<file path="src/rtl/app_mult_seq.sv">
// Iterative shift-add approximate multiplier, signed or unsigned per operation, with partial-product truncation.
// Latency: capture edge k, done high in the cycle after edge k+width2+1; one multiplier bit per RUN cycle.
// Backpressure: none; en is only sampled in IDLE and all inputs are ignored while busy.
module app_mult_seq #(
    parameter int width1 = 8,
    parameter int width2 = 8,
    parameter int TRUNC  = 0
) (
    input  logic                       sys_clk,
    input  logic                       sys_rst_n,
    input  logic                       en,
    input  logic                       signed_mode,
    input  logic [width1-1:0]          A,
    input  logic [width2-1:0]          B,
    input  logic                       cin,
    output logic                       busy,
    output logic                       done,
    output logic [width1+width2-1:0]   sum
);

    localparam int W  = width1 + width2;
    // Counter must hold 0..width2-1; keep at least one bit for width2 = 1.
    localparam int CW = (width2 > 1) ? $clog2(width2) : 1;
    localparam logic [CW-1:0] LAST_BIT = CW'(width2 - 1);
    // Columns 0..TRUNC-1 are dropped from every partial product.
    localparam logic [W-1:0]  ONES     = '1;
    localparam logic [W-1:0]  PP_MASK  = ONES << TRUNC;

    typedef enum logic [1:0] {
        S_IDLE = 2'd0,
        S_RUN  = 2'd1,
        S_FIN  = 2'd2
    } state_t;

    state_t               r_state;
    logic [W-1:0]         r_acc;
    logic [W-1:0]         r_mcand;    // magnitude of A, shifted left one column per step
    logic [width2-1:0]    r_mplier;   // magnitude of B, shifted right so bit 0 is the current bit
    logic [CW-1:0]        r_cnt;
    logic                 r_neg;
    logic                 r_cin;
    logic                 r_busy;
    logic                 r_done;
    logic [W-1:0]         r_sum;

    logic [width1-1:0]    w_mag_a;
    logic [width2-1:0]    w_mag_b;
    logic                 w_neg;
    logic [W-1:0]         w_pp;
    logic [W-1:0]         w_acc_next;
    logic [W-1:0]         w_signed_acc;
    logic [W-1:0]         w_result;

    // Magnitudes fit the operand width unsigned: the most negative value maps to 2^(width-1).
    assign w_mag_a = (signed_mode && A[width1-1]) ? -A : A;
    assign w_mag_b = (signed_mode && B[width2-1]) ? -B : B;
    assign w_neg   = signed_mode & (A[width1-1] ^ B[width2-1]);

    // Truncation acts on the magnitude product, so sign correction and cin come afterwards.
    assign w_pp         = r_mcand & PP_MASK;
    assign w_acc_next   = r_mplier[0] ? (r_acc + w_pp) : r_acc;
    assign w_signed_acc = r_neg ? -r_acc : r_acc;
    assign w_result     = w_signed_acc + W'(r_cin);

    // Control FSM and datapath: capture in IDLE, accumulate in RUN, publish in FIN.
    always_ff @(posedge sys_clk or negedge sys_rst_n) begin
        if (!sys_rst_n) begin
            r_state  <= S_IDLE;
            r_acc    <= '0;
            r_mcand  <= '0;
            r_mplier <= '0;
            r_cnt    <= '0;
            r_neg    <= 1'b0;
            r_cin    <= 1'b0;
            r_busy   <= 1'b0;
            r_done   <= 1'b0;
            r_sum    <= '0;
        end else begin
            r_done <= 1'b0;
            case (r_state)
                S_IDLE: begin
                    if (en) begin
                        r_mcand  <= {{width2{1'b0}}, w_mag_a};
                        r_mplier <= w_mag_b;
                        r_neg    <= w_neg;
                        r_cin    <= cin;
                        r_acc    <= '0;
                        r_cnt    <= '0;
                        r_busy   <= 1'b1;
                        r_state  <= S_RUN;
                    end
                end
                S_RUN: begin
                    r_acc    <= w_acc_next;
                    r_mcand  <= r_mcand << 1;
                    r_mplier <= r_mplier >> 1;
                    r_cnt    <= r_cnt + CW'(1);
                    if (r_cnt == LAST_BIT) begin
                        r_state <= S_FIN;
                    end
                end
                S_FIN: begin
                    // busy falls on the same edge that raises done.
                    r_sum   <= w_result;
                    r_done  <= 1'b1;
                    r_busy  <= 1'b0;
                    r_state <= S_IDLE;
                end
                default: begin
                    r_busy  <= 1'b0;
                    r_state <= S_IDLE;
                end
            endcase
        end
    end

    assign busy = r_busy;
    assign done = r_done;
    assign sum  = r_sum;

endmodule

</file>
<file path="config.mk">
export PLATFORM = sky130hd
export DESIGN_NAME = app_mult_seq
export DESIGN_NICKNAME = d
export VERILOG_FILES = /design/src/rtl/app_mult_seq.sv
export SDC_FILE = /design/constraint.sdc
export NUM_CORES = 1
export LEC_CHECK = 0
export CAP_MARGIN = 20
export CELL_PAD_IN_SITES_DETAIL_PLACEMENT = 0
export CELL_PAD_IN_SITES_GLOBAL_PLACEMENT = 1
export CORE_UTILIZATION = 48
export DETAILED_ROUTE_END_ITERATION = 8
export PLACE_DENSITY_LB_ADDON = 0.08
export SYNTH_ARGS = -nofsm -noshare
export SYNTH_HDL_FRONTEND = slang
export SYNTH_SLANG_ARGS = --single-unit
export TNS_END_PERCENT = 100
</file>
<file path="constraint.sdc">
create_clock -name sys_clk -period 6.1 [get_ports sys_clk]
set_input_delay 1.22 -clock sys_clk [delete_from_list [all_inputs] [get_ports sys_clk]]
set_output_delay 1.22 -clock sys_clk [all_outputs]
set_load 0.03 [all_outputs]
</file>
==> results.rst <==
.. list-table::
   :header-rows: 1

   * - Metric
     - Value
   * - Antenna violations before repair
     - 0
   * - Max_cap viols
     - 0
   * - Number of synthesized flops with an enable pin
     - 0
   * - Worst Skew
     - 0.0119 ns
   * - Class of the worst hold path
     - flip-flop to flip-flop
   * - Most common cell in the netlist
     - sky130_fd_sc_hd__nand2_1
   * - Highest ir drop seen on vdd
     - 0.000371 V
   * - Global placer's final weighted congestion
     - between 0.8 and 0.9
   * - WL final
     - just over 9000 um
   * - PostCTS Resize Cnt
     - 0
   * - Final instance area
     - approximately 5000 um^2
   * - Filler instances
     - 800
   * - Share of async-settable or async-resettable flops after synthesis
     - 100%
   * - Switching power share of the total
     - between 40% and 50%
   * - Relative area change from synthesis to final layout
     - 15.2%
   * - Total power consumption of the routed design
     - ~2.6 mW
   * - Final-report setup violation count
     - 0
   * - Count of TritonRoute iterations in the first routing pass
     - 4
   * - Synthesized netlist cell count
     - about 490
   * - Pins Over Slew Limit
     - 0
   * - Synthesized area
     - around 4300 um^2
   * - Starting density of the core
     - just under 50%
   * - Sequential cell area in the final layout
     - 1630 um^2
   * - Die Y
     - 97.2 um
   * - Switching power
     - between 1 and 1.5 mW
   * - Reg-to-reg startpoint
     - r_acc[1]
   * - Nets in the synthesized netlist
     - ~540
   * - Relative slew margins
     - between 30% and 40%
   * - Sequential group share of total power
     - roughly a third
   * - TritonCTS Buffers
     - 9
   * - Initial drt markers
     - between 90 and 100
   * - Die width
     - 97.2 um
   * - List of most frequent post-synthesis cells
     - sky130_fd_sc_hd__nand2_1, sky130_fd_sc_hd__dfrtp_1, sky130_fd_sc_hd__o21ai_0
   * - Share of Yosys cell area claimed by the top area cell type
     - a little under two fifths
   * - Critical path launch point type
     - flip-flop
   * - Synth Area per Inst
     - 8.82 um^2
   * - Clk pwr share
     - 15.7%
   * - WHS Path Cells
     - 2
   * - Number of global-route vias before repair
     - ~3500
   * - Pin count of the biggest net entering global routing
     - 66
   * - HPWL after DPL
     - slightly below 7000 um
   * - Port Buf Inserts
     - 38
   * - Aggregate global-route resource usage
     - 21.2%
   * - Diodes inserted
     - 0
   * - # rows
     - 34
   * - Share of the cycle needed by the critical path after routing
     - between 50% and 60%
   * - Required time at the worst-slack endpoint
     - 6.34 ns
   * - Crit end category
     - flip-flop
   * - Crit path time final
     - a little over 3 ns
   * - Portion of the post-synthesis area used by sequential elements
     - about 37%
   * - Transition time at the pin with the least slew margin
     - between 0.9 and 1 ns
   * - Min Hold Slack
     - ~0.48 ns
   * - LEAKAGE
     - roughly 2.1 nW
   * - Largest area contributor in the netlist
     - sky130_fd_sc_hd__dfrtp_1
   * - Congestion Overflow GR
     - 0
   * - Clock latency on the worst-skew pair
     - 0.34 ns
   * - Area of placed instances
     - around 4800 um^2
   * - Net count reported at finish
     - about 560
   * - PD cells
     - 513 nW/um^2
   * - Leading post-synthesis cells by cell area
     - sky130_fd_sc_hd__dfrtp_1, sky130_fd_sc_hd__o21ai_0, sky130_fd_sc_hd__ha_1, sky130_fd_sc_hd__xnor2_1, sky130_fd_sc_hd__nand2_1
   * - Global-route wire length before repair
     - ~16000 um
   * - Total area of multi-input combinational cells
     - around 2500 um^2
   * - DIE AREA
     - 9440 um^2
   * - Internal power of the cells
     - about 1.4 mW
   * - Clock-pin transition on the worst setup and hold timing paths
     - ~0.080 ns
   * - Ports
     - 39
   * - Layout cells sized above 1
     - under 10%
   * - Postcts setup bufs
     - 0
   * - Worst Hold End
     - sum[4]
   * - Clock net sink count
     - 65
   * - Clock tree buffer depth
     - 2
   * - Number of vias in the routed layout
     - 3638
   * - Total number of H-tree levels
     - 3
   * - Part of the total power dissipated in combinational logic
     - a little over half
   * - Clk Tree Root Cell
     - sky130_fd_sc_hd__clkbuf_8
   * - Worst setup slack for register-to-register paths
     - between 2 and 3 ns
   * - Count of unique library cells instantiated by Yosys
     - 61
   * - Maximum fanout count along the critical path
     - 10
   * - Wire length per cell after detailed routing
     - approximately 15 um
   * - Flops & latches, synth
     - between 60 and 70
   * - Yosys warning total
     - 0
   * - Synth Flop Type
     - sky130_fd_sc_hd__dfrtp_1
   * - Final hold violation count
     - 0
   * - CORE AREA
     - between 8000 and 9000 um^2
   * - Reg2Reg Capture Point
     - sum[15]
   * - Highest clock rate
     - ~0.32 GHz
   * - Unrepaired setup endpoints after global routing
     - no
   * - Type of the worst setup path
     - flip-flop to flip-flop
   * - DRC viols
     - 0
   * - Clock tree from TritonCTS
     - done
   * - Routed vias/inst
     - between 5 and 6
   * - Worst Reg2Reg Path Length in Cells
     - 9
   * - Number of antenna-violating nets in the routed design
     - 0
   * - HP Start
     - sum[4]
   * - Aggregate negative setup slack
     - 0 ns
   * - Crit path arrival time
     - 3.35 ns
   * - Count of hold-fix buffers inserted at cts
     - 0
   * - Run status
     - finished clean
[cell usage in the layout (no fill, tap or decap), drive strengths merged, types with 3 or more instances in the layout]
cell type,count
and3,3
a31oi,9
xnor2,30
or2,5
clkdlybuf4s50,37
clkbuf,9
o21ai,65
nor2,24
o211ai,3
mux2i,3
buf,4
clkinv,4
nand3,12
o31ai,9
a2111oi,3
xor2,20
or4,5
dfrtp,65
o41ai,5
nor3,10
a21boi,3
ha,22
nand2b,7
nor4,5
nor2b,3
inv,18
a21oi,16
o21a,4
nand3b,3
a22oi,14
a21o,4
nand2,67
[layout make-up]
class	instances	area share, %
clock inverters	7	1.90
multi-input cells	385	50.7
clock buffers	9	2.47
repair buffers	41	8.35
well taps	108	2.70
inverters	18	1.35
flip-flops and latches	65	32.5
[sequential cells by signal (all words and copies together) (netlist names)]
| name | count |
|---|---|
| busy | 1 |
| done | 1 |
| r_acc | 16 |
| r_cin | 1 |
| r_cnt | 3 |
| r_mcand | 16 |
| r_mplier | 8 |
| r_neg | 1 |
| r_state | 2 |
| sum | 16 |
[through the flow]
step	instances	util, %	setup slack (ns)
4_1_cts	632	56.8	2.92
3_5_place_dp	616	54.3	2.85
3_3_place_gp	616	54.3	2.91
2_1_floorplan	493	-	3.33
5_1_grt	633	57.1	2.67
6_report	633	57.1	2.98
[power by group through the flow]
stage          Sequential [mW]  Clock [mW]  Combinational (mW)
2_1_floorplan            0.822           0                1.01
3_3_place_gp             0.814           0                1.33
3_5_place_dp             0.821           0                1.35
4_1_cts                  0.811       0.415                1.36
5_1_grt                  0.844       0.430                1.52
6_report                 0.811       0.403                1.35
[how the worst max path moves through the flow]
stage	to	cells past startpoint	start	slack, ns
after CTS	sum[15]	9	r_acc[1]	2.92
after global placement	r_mcand[2]	5	en	2.91
after detailed placement	r_mplier[1]	5	en	2.85
after floorplan	sum[15]	11	r_acc[1]	3.33
after global routing	sum[15]	9	r_acc[1]	2.67
final	sum[15]	9	r_acc[1]	2.98
[routing by layer]
metal	wire length [um]	part of all wire (%)	track usage, %
met1	4310	47	26.4
met3	219	2.4	2.59
met5	0	0	0
met2	4570	49	37.4
met4	151	1.6	8.27
[logic make-up (layout without fill, tap and decap cells)]
kind of cell	Yosys count	in the layout	synth area share, %
buffers and inverters	43	75	4.14
AND/OR/NAND/NOR	158	158	18.4
flip-flops	65	65	37.4
AO/OA/AOI/OAI	149	149	21.8
adder cells (fa/ha/maj)	23	23	6.79
multiplexers	5	5	1.21
XOR/XNOR	50	50	10.2
[critical path, cell delays in order, from the launching register on]
cell                       delay (ns)
sky130_fd_sc_hd__dfrtp_1         0.48
sky130_fd_sc_hd__inv_1           0.16
sky130_fd_sc_hd__ha_1            0.29
sky130_fd_sc_hd__or4b_1          0.65
sky130_fd_sc_hd__o41ai_1         0.41
sky130_fd_sc_hd__a21oi_1         0.16
sky130_fd_sc_hd__nor4_4          0.42
sky130_fd_sc_hd__nand4b_1        0.19
sky130_fd_sc_hd__xnor2_1         0.18
sky130_fd_sc_hd__o21ai_1         0.08
Note: power is estimated with default switching activity, not from simulation.
